[config.mk]
export PLATFORM = sky130hd
export DESIGN_NAME = fetch_unit
export DESIGN_NICKNAME = d
export VERILOG_FILES = /design/src/rtl/fetch_unit.sv
export SDC_FILE = /design/constraint.sdc
export NUM_CORES = 1
export LEC_CHECK = 0
export ABC_AREA = 1
export CORE_MARGIN = 2
export CORE_UTILIZATION = 47
export DETAILED_ROUTE_END_ITERATION = 6
export GPL_TIMING_DRIVEN = 1
export MAX_ROUTING_LAYER = met4
export PLACE_DENSITY = 0.81
export SYNTH_ARGS = -nofsm -noshare
export SYNTH_HDL_FRONTEND = slang
export SYNTH_SLANG_ARGS = --single-unit
[constraint.sdc]
create_clock -name clk -period 1.72 [get_ports clk]
set_input_delay 0.258 -clock clk [delete_from_list [all_inputs] [get_ports clk]]
set_output_delay 0.258 -clock clk [all_outputs]
set_load 0.02 [all_outputs]
[src/rtl/fetch_unit.sv]
`default_nettype none
// ============================================================================
//  Module      : fetch_unit
//  Description : Instruction-fetch stage of the RV32I core. Owns the PC,
//                fetches from instruction memory over a req/ack handshake and
//                holds the IF/ID pipeline register. It handles back-pressure
//                from ID (stall), branch/jump redirect (flush) and memory
//                replies that take several cycles.
//  Revision    : 1.0 - initial release
// ----------------------------------------------------------------------------
//  Parameters
//    XLEN        PC / address width
//    RESET_PC    first fetch address after reset
//  Ports
//    clk, rst_n             clock (rising edge), asynchronous active-low reset
//    imem_req/imem_addr     fetch request and address, held until imem_ack
//    imem_ack/imem_rdata    request completion and instruction word
//    stall                  ID cannot accept; IF/ID outputs hold
//    redirect/redirect_pc   taken branch/jump: flush and restart at redirect_pc
//    id_valid, id_instr, id_pc, id_pc_plus4   IF/ID pipeline register
//    id_opcode/id_funct3/id_funct7            decode fields of id_instr
//    fetch_fault            sticky misaligned-redirect flag
//  Configuration macro
//    MISALIGN_TRAP_EN  defined    : a misaligned redirect sets fetch_fault and
//                                   stops fetching until an aligned redirect.
//                      undefined  : redirect_pc[1:0] forced to 0, fetch_fault=0.
// ============================================================================
module fetch_unit #(
    parameter int              XLEN     = 32,
    parameter logic [XLEN-1:0] RESET_PC = '0
) (
    input  logic            clk,
    input  logic            rst_n,
    output logic            imem_req,
    output logic [XLEN-1:0] imem_addr,
    input  logic            imem_ack,
    input  logic [31:0]     imem_rdata,
    input  logic            stall,
    input  logic            redirect,
    input  logic [XLEN-1:0] redirect_pc,
    output logic            id_valid,
    output logic [31:0]     id_instr,
    output logic [XLEN-1:0] id_pc,
    output logic [XLEN-1:0] id_pc_plus4,
    output logic [6:0]      id_opcode,
    output logic [2:0]      id_funct3,
    output logic [6:0]      id_funct7,
    output logic            fetch_fault
);

    localparam logic [31:0]     NOP_INSTR = 32'h0000_0013;
    localparam logic [XLEN-1:0] PC_STEP   = XLEN'(4);
    localparam logic [XLEN-1:0] ALIGN_MSK = ~XLEN'(3);

    typedef enum logic [1:0] {
        IDLE  = 2'd0,
        FETCH = 2'd1,
        HOLD  = 2'd2,   // instruction parked in the held buffer during stall
        DROP  = 2'd3    // stale request still outstanding after a redirect
    } state_t;

    state_t          state_q,       state_d;
    logic [XLEN-1:0] pc_q,          pc_d;
    logic [XLEN-1:0] drop_addr_q,   drop_addr_d;
    logic [31:0]     held_instr_q,  held_instr_d;
    logic [XLEN-1:0] held_pc_q,     held_pc_d;
    logic            id_valid_q,    id_valid_d;
    logic [31:0]     id_instr_q,    id_instr_d;
    logic [XLEN-1:0] id_pc_q,       id_pc_d;
    logic [XLEN-1:0] id_pc_plus4_q, id_pc_plus4_d;
    logic            fault_q,       fault_d;

    logic [XLEN-1:0] target_pc;
    logic            target_misaligned;
    logic            ack_ok;

`ifdef MISALIGN_TRAP_EN
    assign target_pc         = redirect_pc;
    assign target_misaligned = (redirect_pc[1:0] != 2'b00);
`else
    assign target_pc         = redirect_pc & ALIGN_MSK;
    assign target_misaligned = 1'b0;
`endif

    // ------------------------------------------------------------------
    // State register
    // ------------------------------------------------------------------
    always_ff @(posedge clk or negedge rst_n) begin
        if (!rst_n) begin
            state_q       <= IDLE;
            pc_q          <= RESET_PC;
            drop_addr_q   <= RESET_PC;
            held_instr_q  <= NOP_INSTR;
            held_pc_q     <= '0;
            id_valid_q    <= 1'b0;
            id_instr_q    <= NOP_INSTR;
            id_pc_q       <= '0;
            id_pc_plus4_q <= '0;
            fault_q       <= 1'b0;
        end else begin
            state_q       <= state_d;
            pc_q          <= pc_d;
            drop_addr_q   <= drop_addr_d;
            held_instr_q  <= held_instr_d;
            held_pc_q     <= held_pc_d;
            id_valid_q    <= id_valid_d;
            id_instr_q    <= id_instr_d;
            id_pc_q       <= id_pc_d;
            id_pc_plus4_q <= id_pc_plus4_d;
            fault_q       <= fault_d;
        end
    end

    // ------------------------------------------------------------------
    // Next-state and handshake outputs
    // ------------------------------------------------------------------
    always_comb begin
        state_d       = state_q;
        pc_d          = pc_q;
        drop_addr_d   = drop_addr_q;
        held_instr_d  = held_instr_q;
        held_pc_d     = held_pc_q;
        id_valid_d    = id_valid_q;
        id_instr_d    = id_instr_q;
        id_pc_d       = id_pc_q;
        id_pc_plus4_d = id_pc_plus4_q;
        fault_d       = fault_q;

        // A faulted FETCH issues nothing; DROP always finishes its request.
        imem_req  = (state_q == DROP) || ((state_q == FETCH) && !fault_q);
        imem_addr = (state_q == DROP) ? drop_addr_q : pc_q;
        ack_ok    = imem_req && imem_ack;

        if (redirect) begin
            id_valid_d   = 1'b0;
            held_instr_d = NOP_INSTR;
            held_pc_d    = '0;
            pc_d         = target_pc;
            fault_d      = target_misaligned;
            if (imem_req && !ack_ok) begin
                // Keep presenting the stale address until memory answers;
                // a redirect already in DROP only retargets the PC.
                state_d = DROP;
                if (state_q == FETCH) begin
                    drop_addr_d = pc_q;
                end
            end else begin
                state_d = FETCH;
            end
        end else begin
            case (state_q)
                IDLE: begin
                    state_d = FETCH;
                    if (!stall) id_valid_d = 1'b0;
                end
                FETCH: begin
                    if (ack_ok) begin
                        pc_d = pc_q + PC_STEP;
                        if (stall) begin
                            held_instr_d = imem_rdata;
                            held_pc_d    = pc_q;
                            state_d      = HOLD;
                        end else begin
                            id_valid_d    = 1'b1;
                            id_instr_d    = imem_rdata;
                            id_pc_d       = pc_q;
                            id_pc_plus4_d = pc_q + PC_STEP;
                        end
                    end else if (!stall) begin
                        id_valid_d = 1'b0;
                    end
                end
                HOLD: begin
                    if (!stall) begin
                        id_valid_d    = 1'b1;
                        id_instr_d    = held_instr_q;
                        id_pc_d       = held_pc_q;
                        id_pc_plus4_d = held_pc_q + PC_STEP;
                        state_d       = FETCH;
                    end
                end
                DROP: begin
                    if (ack_ok) state_d = FETCH;
                    if (!stall) id_valid_d = 1'b0;
                end
                default: begin
                    state_d = IDLE;
                end
            endcase
        end
    end

    assign id_valid    = id_valid_q;
    assign id_instr    = id_instr_q;
    assign id_pc       = id_pc_q;
    assign id_pc_plus4 = id_pc_plus4_q;
    assign id_opcode   = id_instr_q[6:0];
    assign id_funct3   = id_instr_q[14:12];
    assign id_funct7   = id_instr_q[31:25];
    assign fetch_fault = fault_q;

endmodule
`default_nettype wire

==> results.py, run 1 <==
metrics = {
    "sta": {
        "slew_viol_final": 0,
        "fmax_mhz": 488,
        "max_slew_margin_pct": 66.0,
        "finalSetupViolCount": 162,
        "finalCritPeriodShare_pct": 119,
        "fin_crit_ns": 2.05,
        "rsz0062_at_grt": "yes",
        "finalHoldViolations": 0,
        "finClkSkew_ns": 0.00600,
        "tightest_slew_ns": 0.504,
        "setup_ws_ns": -0.330,
    },
    "drt": {
        "drt_pass1_iterations": 6,
        "route.vias.total": 11867,
        "routed-wl-met3_mm": 4.65,
        "drc": 0,
        "ant_nets": 0,
        "met2_length_mm": 21.2,
        "wl_per_cell_um": 21.6,
        "viasPerCell": 5.76,
        "wl_met1_mm": 16.8,
        "drt_iter0_markers": 1330,
        "routed.top_layer": "met4",
        "drt_wl_total_mm": 44.6,
    },
    "critical_path": {
        "worstPathBufferInverterCount": 6,
        "crit_required_ns": 2.11,
        "worst-path-max-fanout": 8,
        "cp_slowest_cell": "dfrtp_1",
        "crit_start": "state_q[1]",
        "cp_common_cell": "buf_4",
        "timing_worst_setup_path_type": "flop to flop",
        "critPathTopFamily": "buffers and inverters",
        "crit_arrival_ns": 2.44,
        "crit_path_end_kind": "flop",
        "cp_cell_sequence": "buf_4 > inv_2 > ha_4 > buf_4 > nand2_4 > nand2_8 > clkinv_8 > buf_8 > clkbuf_16 > nor2_4 > a31oi_1",
        "start_kind": "flop",
        "timing.rr.start": "state_q[1]",
        "max_stage_delay_ns": 0.42,
    },
    "floorplanning": {
        "coreArea_um2": 23400,
        "ioPinCount": 217,
        "rows": 56,
        "die_area_um2": 25000,
        "die_x_um": 158,
        "initial_core_util_pct": 47.6,
        "chipHeight_um": 158,
    },
    "synthesis": {
        "yosysTopAreaCell": "dfrtp_1",
        "ys_top_cells_by_count": "468 x nand2_1, 213 x dfrtp_1, 132 x nor2_1",
        "syn_inst": 1392,
        "yosys_most_used_dff": "dfrtp_1",
        "synth_seq_area_share_pct": 49.2,
        "netlist_top_cells_area": "dfrtp_1 48%, nand2_1 16%, nor2_1 4.4%, o21ai_0 3.5%, a31oi_1 3.5%",
        "synth.cell_area_um2": 11100,
        "yosysMostFrequentCell": "nand2_1",
        "ys_ff_latch": 219,
        "synth_warnings": 0,
        "avgSynthCellArea_um2": 8.01,
        "synth_top_area_share_pct": 47.8,
        "synth-edff-count": 0,
        "synthArstFlopShare_pct": 100,
        "ys_types": 41,
    },
    "power_and_ir_drop": {
        "power_density_nw_per_um2": 1790,
        "irDropWorstVdd_uv": 1240,
        "power.leakage_nw": 7.76,
    },
    "place": {
        "dp.final_hpwl_mm": 26.8,
        "routabilityCongestion": 0.930,
        "port_buffers": 211,
        "dpl_cell_area_um2": 14300,
    },
    "finish": {
        "area_delta_synth_final_pct": 56.2,
        "drive_gt1_share_pct": 29.1,
        "post-route-util_pct": 74.4,
        "design_area_um2": 17400,
        "final_nets": 1796,
    },
    "run_status": {
        "outcome": "finished, violations left",
        "violations": "setup timing",
    },
    "cts": {
        "clk_pin_slew_ns": 0.06,
        "cts_max_path_buffers": 3,
        "worst_skew_pair.late_latency_ns": 0.54,
        "cts_root_buf": "clkbuf_16",
        "numCtsBuffers": 26,
        "ctsHtreeMaxLevel": 1,
        "cts_sinks": 219,
        "cts_tree": "built",
    },
    "worst_hold_path": {
        "hold_class": "primary input to asynchronous set/reset pin",
    },
    "global_route": {
        "grt_pass1_wl_mm": 59.4,
        "grt.total_usage_pct": 31.8,
        "overflow": 0,
        "grt_max_degree": 57,
        "grt_pass1_vias": 10747,
        "antenna_found_initial": 1,
    },
    "run": {
        "max-cap-violations": 0,
    },
}
==> where the power goes <==
group	switching (mW)	internal (mW)	leakage, nW
registers	1.74	6.99	2.71
logic	9.37	7.36	4.64
clock network	2.26	3.45	0.414
==> per-layer routing <==
metal / vias up / global-route usage, %
met4: 0 / 8.84
met3: 154 / 5.45
li1: 5225 / -
met1: 5717 / 42.3
met2: 771 / 50.5
met5: - / -
==> placed cells by master, fill, tap and decap left out, types with 11 or more instances in the layout <==
cell	n
nand2_1	425
dfrtp_1	199
buf_4	122
dlygate4sd2_1	108
nor2_1	77
inv_1	74
clkdlybuf4s50_1	65
nand3_1	52
clkbuf_16	43
a31oi_1	42
nor2_4	40
buf_6	39
o21ai_0	38
nand2_2	36
nor2_2	30
a22o_1	29
o21ai_2	24
buf_12	23
o21ai_1	22
xor2_1	19
nand3_2	18
a31oi_4	16
a22oi_1	14
dfrtp_2	14
nand2_4	13
o211ai_1	12
o22ai_2	11
==> worst paths after layout <==
check                      slack, ns  depth (start not counted)               to
max                            -0.33                         11     id_instr[13]
min                             0.17                          2   id_pc_plus4[5]
max reg2reg                    -0.33                         11     id_instr[13]
min reg2reg                     0.47                          2  id_pc_plus4[23]
max in group asynchronous       0.95                          3         pc_q[21]
min in group clk                0.30                          3      id_instr[0]
==> metrics by stage <==
| step | setup TNS (ns) | hold WS, ns | cells | worst slack [ns] | power, mW |
|---|---|---|---|---|---|
| 2_1_floorplan | 0 | -0.0376 | 1394 | 0.0581 | 14.9 |
| 3_3_place_gp | -13.19 | 0.147 | 1959 | -0.153 | 20.5 |
| 3_5_place_dp | -21.00 | 0.147 | 1959 | -0.194 | 20.8 |
| 4_1_cts | -16.40 | 0.172 | 2020 | -0.206 | 27.1 |
| 5_1_grt | -31.51 | 0.209 | 2060 | -0.367 | 32.5 |
| 6_report | -20.11 | 0.170 | 2060 | -0.330 | 31.2 |
==> timing repair <==
item / 4_1_cts / 5_1_grt
resized for setup: 419 / 282
setup buffers: 3 / 17
hold endpoints to repair: 214 / 0
pin swaps: 11 / 58
hold buffers: 1 / 0
setup endpoints to repair: 343 / 237
gates cloned: 10 / 23
==> state kept, by name, indices dropped and copies added (netlist names) <==
signal,count
state_q,2
id_pc_plus4,30
id_pc,31
id_instr,32
held_pc_q,31
held_instr_q,32
id_valid,1
drop_addr_q,30
pc_q,30
==> logic make-up (layout without fill, tap and decap cells) <==
logic type | Yosys count | after routing | share of synthesized area (%)
buf+inv | 182 | 528 | 7.71
compound gates | 247 | 247 | 14.2
other cells | 1 | 4 | 0.0336
xor+xnor | 27 | 27 | 2.19
flops | 219 | 219 | 49.2
simple gates | 710 | 710 | 26.0
fa+ha+maj | 6 | 6 | 0.673
==> final cells by class <==
type | instances | area (µm²)
timing repair buffer | 393 | 4200
sequential | 219 | 5510
fill | 1627 | 5990
antenna | 1 | 2.50
clock inverter | 10 | 138
inverter | 86 | 345
timing repair inverter | 2 | 36.3
clock buffer | 37 | 743
tap | 319 | 399
multi-input combinational | 993 | 6040
Power figures use the tool's default switching activity.
==> run 2: changes to the inputs <==
Settings changed: GPL_ROUTABILITY_DRIVEN from default to 0.
==> run 2 against run 1 <==
Net effect: the flow finishes with violations (DRC, setup timing); first-iteration DRC count increased by 58%; die area unchanged; sequential cell count unchanged; wire length increased by 17%; maximum frequency decreased by 1.4%; via count increased by 9.3%; combinational power increased by 4%; global-route usage increased by 5.2 points; critical path type unchanged; register-to-register slack got worse by 0.03 ns.
==> results.py, run 2 (same netlist as run 1, synthesis figures left out) <==
metrics = {
    "run_status": {
        "outcome": "finished, violations left",
        "violations": "DRC, setup timing",
    },
    "place": {
        "dp.final_hpwl_mm": 25.9,
        "post-place-ws_ns": -0.218,
        "port_buffers": 211,
    },
    "finish": {
        "area_delta_synth_final_pct": 58.0,
        "final_cell_mix": "434 x nand2_1, 198 x dfrtp_1, 108 x dlygate4sd2_1",
        "final_common_cell": "nand2_1",
        "drive_gt1_share_pct": 29.7,
        "post-route-util_pct": 75.3,
        "final_nets": 1779,
    },
    "critical_path": {
        "critPathTopFamily": "simple AND/OR/NAND/NOR gates",
        "r2r_cells": 9,
        "timing_worst_setup_path_type": "flop to flop",
        "cp_common_cell": "nand2_1",
        "crit_required_ns": 2.15,
        "reg2reg_setup_slack_ns": -0.36,
        "crit_arrival_ns": 2.51,
        "cp_cell_sequence": "nand2_1 > nor2_1 > nand2_1 > nor2_1 > nand2_1 > nand2_1 > nand3_1 > nand3_2 > nand2_2",
        "start_kind": "flop",
        "r2r-end": "id_pc_plus4[22]",
        "crit_path_end_kind": "flop",
        "cp_slowest_cell": "dfrtp_1",
        "timing.rr.start": "held_pc_q[16]",
        "worst-path-max-fanout": 5,
        "worstPathBufferInverterCount": 0,
        "max_stage_delay_ns": 0.53,
    },
    "drt": {
        "drc": 356,
        "drt_iter0_markers": 2106,
        "drt_wl_total_mm": 52.1,
        "ant_nets": 0,
        "route.vias.total": 12971,
        "drt_pass1_iterations": 7,
        "wl_per_cell_um": 25.5,
        "viasPerCell": 6.35,
    },
    "sta": {
        "slew_viol_final": 0,
        "fmax_mhz": 481,
        "finalHoldViolations": 0,
        "tightest_slew_ns": 0.498,
        "fin_crit_ns": 2.08,
        "finalCritPeriodShare_pct": 121,
        "rsz0062_at_grt": "yes",
        "finClkSkew_ns": 0.0300,
        "finalSetupViolCount": 211,
        "max_slew_margin_pct": 66.7,
        "setup_ws_ns": -0.359,
    },
    "global_route": {
        "antenna_found_initial": 3,
        "grt_pass1_vias": 12344,
        "grt.total_usage_pct": 37.0,
        "grt_pass1_wl_mm": 68.9,
        "overflow": 0,
        "grt_max_degree": 56,
    },
    "power_and_ir_drop": {
        "p_int_mw": 18.4,
        "power_frac_clock_pct": 19.3,
        "irDropWorstVdd_uv": 1390,
        "power_frac_comb_pct": 53.6,
        "power.leakage_nw": 7.76,
        "p_sw_mw": 14.1,
        "power_density_nw_per_um2": 1840,
        "netSwitchingFraction_pct": 43.4,
        "seqPwrFrac_pct": 27.1,
    },
    "cts": {
        "ctsHtreeMaxLevel": 1,
        "cts_max_path_buffers": 3,
        "clk_pin_slew_ns": 0.09,
        "worst_skew_pair.late_latency_ns": 0.57,
        "cts_tree": "built",
        "numCtsBuffers": 24,
        "cts_sinks": 219,
        "cts_root_buf": "clkbuf_16",
    },
    "worst_hold_path": {
        "hold_class": "primary input to asynchronous set/reset pin",
    },
    "floorplanning": {
        "chipHeight_um": 158,
        "coreArea_um2": 23400,
        "initial_core_util_pct": 47.6,
        "die_area_um2": 25000,
        "die_x_um": 158,
        "ioPinCount": 217,
        "rows": 56,
    },
    "run": {
        "max-cap-violations": 0,
    },
}
-- run 2: changes by cell type in the layout (fill, tap and decap cells not counted), sizes merged --
cell	before	now
inv	85	86
buf	196	191
dlymetal6s2s	5	0
clkinv	5	4
diode	1	3
clkinvlp	5	3
bufinv	3	7
clkbuf	55	41
clkdlybuf4s15	0	4
-- run 2: how the worst max path moves through the flow --
| stage | slack, ns | depth (start not counted) | to | from |
|---|---|---|---|---|
| floorplan | 0.06 | 4 | imem_addr[10] | state_q[0] |
| global placement | -0.16 | 5 | pc_q[8] | redirect |
| detailed placement | -0.22 | 5 | pc_q[9] | redirect |
| CTS | -0.20 | 4 | imem_addr[17] | state_q[0] |
| global route | -0.59 | 9 | id_pc_plus4[30] | held_pc_q[9] |
| finish | -0.36 | 9 | id_pc_plus4[22] | held_pc_q[16] |
-- run 2: power groups by stage --
stage / Clock, mW / Combinational [mW] / Sequential (mW)
after floorplan: 0 / 5.55 / 9.35
after global placement: 0 / 12.0 / 8.35
after detailed placement: 0 / 12.2 / 8.41
after CTS: 6.08 / 14.7 / 8.44
after global routing: 6.40 / 18.2 / 8.92
final: 6.24 / 17.4 / 8.79
-- run 2: area by class of cell --
type                    instances  area [µm²]
multi-input cells             993        6090
fillers                      1403        5790
flip-flops and latches        219        5510
repair buffers                380        4310
clock buffers                  30         684
well taps                     319         399
inverters                      86         358
clock inverters                14         253
diodes                          3        7.51
-- run 2: per-stage QoR --
| stage | power, mW | std cells | hold slack, ns | instance area, µm² | setup TNS (ns) |
|---|---|---|---|---|---|
| floorplan | 14.9 | 1394 | -0.0376 | 11200 | 0 |
| global placement | 20.3 | 1937 | 0.163 | 14100 | -11.00 |
| detailed placement | 20.7 | 1937 | 0.168 | 14100 | -18.16 |
| CTS | 29.3 | 2031 | 0.197 | 16600 | -17.95 |
| finish | 32.4 | 2044 | 0.152 | 17600 | -34.23 |
| global route | 33.5 | 2044 | 0.187 | 17600 | -45.29 |
-- run 2: what timing repair did --
action / CTS / global route
pin swaps: 34 / 48
endpoints found under the setup margin: 347 / 255
resized for setup: 541 / 225
setup buffers: 27 / 6
hold endpoints to repair: 216 / 0
cloned: 24 / 10
hold buffers: 1 / 0
-- run 2: layer usage --
layer / GRT usage [%] / vias to the layer above / share of wire [%]
met5: - / - / 0
li1: - / 5208 / -
met2: 56.8 / 1281 / 44
met4: 18.9 / 0 / 8.4
met1: 45.1 / 5974 / 33
met3: 9.85 / 508 / 14
==> run 3: changes to the inputs <==
Settings changed: SETUP_SLACK_MARGIN from default to 0.15.
==> run 3 against run 2 <==
Net effect: the run still ends with DRC, setup timing left; die area stayed put; sequential power fell by 2%; critical endpoint is now id_pc_plus4[15]; final area is 2.7% lower; first-iteration DRC count down 11%; wire length shrank 6.4%; core utilization down 2.1 points.
==> results.py, run 3 (same netlist as run 1, synthesis figures left out) <==
metrics = {
    "drt": {
        "route.vias.total": 12821,
        "ant_nets": 0,
        "drc": 9,
        "wl_per_cell_um": 23.9,
        "viasPerCell": 6.28,
        "drt_pass1_iterations": 7,
        "drt_wl_total_mm": 48.8,
        "drt_iter0_markers": 1881,
    },
    "finish": {
        "diodes": 0,
        "fill_cells": 1479,
        "multi_input_area_um2": 5850,
        "stdcell_count": 2041,
        "final_nets": 1779,
        "ff_latch_area_um2": 5490,
        "drive_gt1_share_pct": 26.4,
        "design_area_um2": 17100,
        "area_delta_synth_final_pct": 53.7,
        "final_cell_mix": "447 x nand2_1, 213 x dfrtp_1, 102 x buf_4",
        "final_common_cell": "nand2_1",
    },
    "floorplanning": {
        "initial_core_util_pct": 47.6,
        "die_x_um": 158,
        "die_area_um2": 25000,
        "ioPinCount": 217,
        "coreArea_um2": 23400,
        "rows": 56,
        "chipHeight_um": 158,
    },
    "cts": {
        "cts_root_buf": "clkbuf_16",
        "cts_max_path_buffers": 3,
        "clk_pin_slew_ns": 0.07,
        "worst_skew_pair.late_latency_ns": 0.54,
        "cts_tree": "built",
        "cts_sinks": 219,
        "numCtsBuffers": 24,
        "ctsHtreeMaxLevel": 1,
    },
    "critical_path": {
        "crit_start": "pc_q[3]",
        "timing_worst_setup_path_type": "flop to flop",
        "reg2reg_setup_slack_ns": -0.38,
        "crit_path_end_kind": "flop",
        "start_kind": "flop",
        "crit_arrival_ns": 2.52,
        "crit_required_ns": 2.14,
        "timing.rr.start": "pc_q[3]",
        "worst-path-max-fanout": 5,
    },
    "sta": {
        "finalHoldViolations": 0,
        "finalCritPeriodShare_pct": 122,
        "finalSetupViolCount": 261,
        "rsz0062_at_grt": "yes",
        "fmax_mhz": 477,
        "fin_crit_ns": 2.10,
        "slew_viol_final": 0,
        "finClkSkew_ns": 0.0167,
        "setup_ws_ns": -0.377,
        "whs_ns": 0.174,
        "tightest_slew_ns": 0.549,
        "fin_setup_tns_ns": -44.82,
        "max_slew_margin_pct": 63.3,
    },
    "place": {
        "dpl_cell_area_um2": 14200,
        "dp_cells": 1941,
        "port_buffers": 211,
        "dp.final_hpwl_mm": 25.5,
    },
    "global_route": {
        "grt_pass1_vias": 11333,
        "grt_pass1_wl_mm": 62.7,
        "grt.total_usage_pct": 33.4,
        "grt_max_degree": 88,
        "antenna_found_initial": 0,
        "overflow": 0,
    },
    "run": {
        "max-cap-violations": 0,
    },
    "power_and_ir_drop": {
        "power.leakage_nw": 7.61,
        "irDropWorstVdd_uv": 1360,
        "power_density_nw_per_um2": 1770,
    },
    "worst_hold_path": {
        "hold_class": "primary input to asynchronous set/reset pin",
    },
    "run_status": {
        "violations": "DRC, setup timing",
        "outcome": "finished, violations left",
    },
}
[run 3: cell types whose count changed in the layout (fill, tap and decap cells not counted), sizes merged, moves of 4 or more]
cell	previous run	this run
bufbuf	0	6
clkinv	4	8
buf	191	186
clkdlybuf4s15	4	0
clkdlybuf4s50	65	82
dlygate4sd2	108	91
bufinv	7	1
[run 3: power by group]
part           switching (mW)  leakage (nW)  total, mW  internal (mW)
clock network            2.28         0.392       5.31           3.02
registers                1.64          2.73       8.61           6.97
logic                    9.32          4.50       16.4           7.05
total                    13.2          7.61       30.3           17.1
[run 3: timing repair]
item | CTS | global route
gates cloned | 18 | 13
endpoints found under the setup margin | 362 | 276
hold buffers | 1 | 0
buffers inserted | 17 | 7
hold endpoints to repair | 132 | 0
resized for setup | 457 | 209
pin swaps | 12 | 30
[run 3: layout make-up]
type	count	share of cell area [%]
multi-input cells	993	34.2
repair buffers	379	24.6
clock buffers	31	4.08
flip-flops and latches	219	32.0
repair inverters	1	0.117
inverters	86	2.06
well taps	319	2.33
clock inverters	13	0.606
[run 3: critical path, stage by stage (launching register included)]
cell	delay (ns)
dfrtp_1	0.43
buf_4	0.18
nand3_1	0.15
nor2_2	0.21
nand3_2	0.18
xor2_1	0.42
nand2_1	0.22
nand3_4	0.13
nand2_2	0.06
[run 3: worst paths after layout]
check	endpoint	cells after the start
worst min register to register	id_pc_plus4[30]	2
worst min-delay path	id_pc[3]	2
worst max register to register	id_pc_plus4[15]	8
max in group asynchronous	pc_q[28]	3
min in group clk	id_instr[0]	3
worst max-delay path	id_pc_plus4[15]	8
[run 3: stage by stage]
stage          total power [mW]  util (%)  setup slack (ns)
6_report                   30.3      73.2            -0.377
5_1_grt                    31.4      73.2            -0.363
4_1_cts                    27.0      67.7            -0.214
3_5_place_dp               20.6      60.5            -0.243
3_3_place_gp               20.3      60.5            -0.141
2_1_floorplan              15.0         -            0.0581
[run 3: metal layers]
| metal | vias to the layer above | wire length [µm] | global-route usage, % |
|---|---|---|---|
| met1 | 5905 | 16300 | 41.9 |
| met3 | 439 | 6860 | 7.69 |
| met5 | - | 0 | - |
| li1 | 5192 | - | - |
| met4 | 0 | 4120 | 16.4 |
| met2 | 1285 | 21500 | 51.1 |
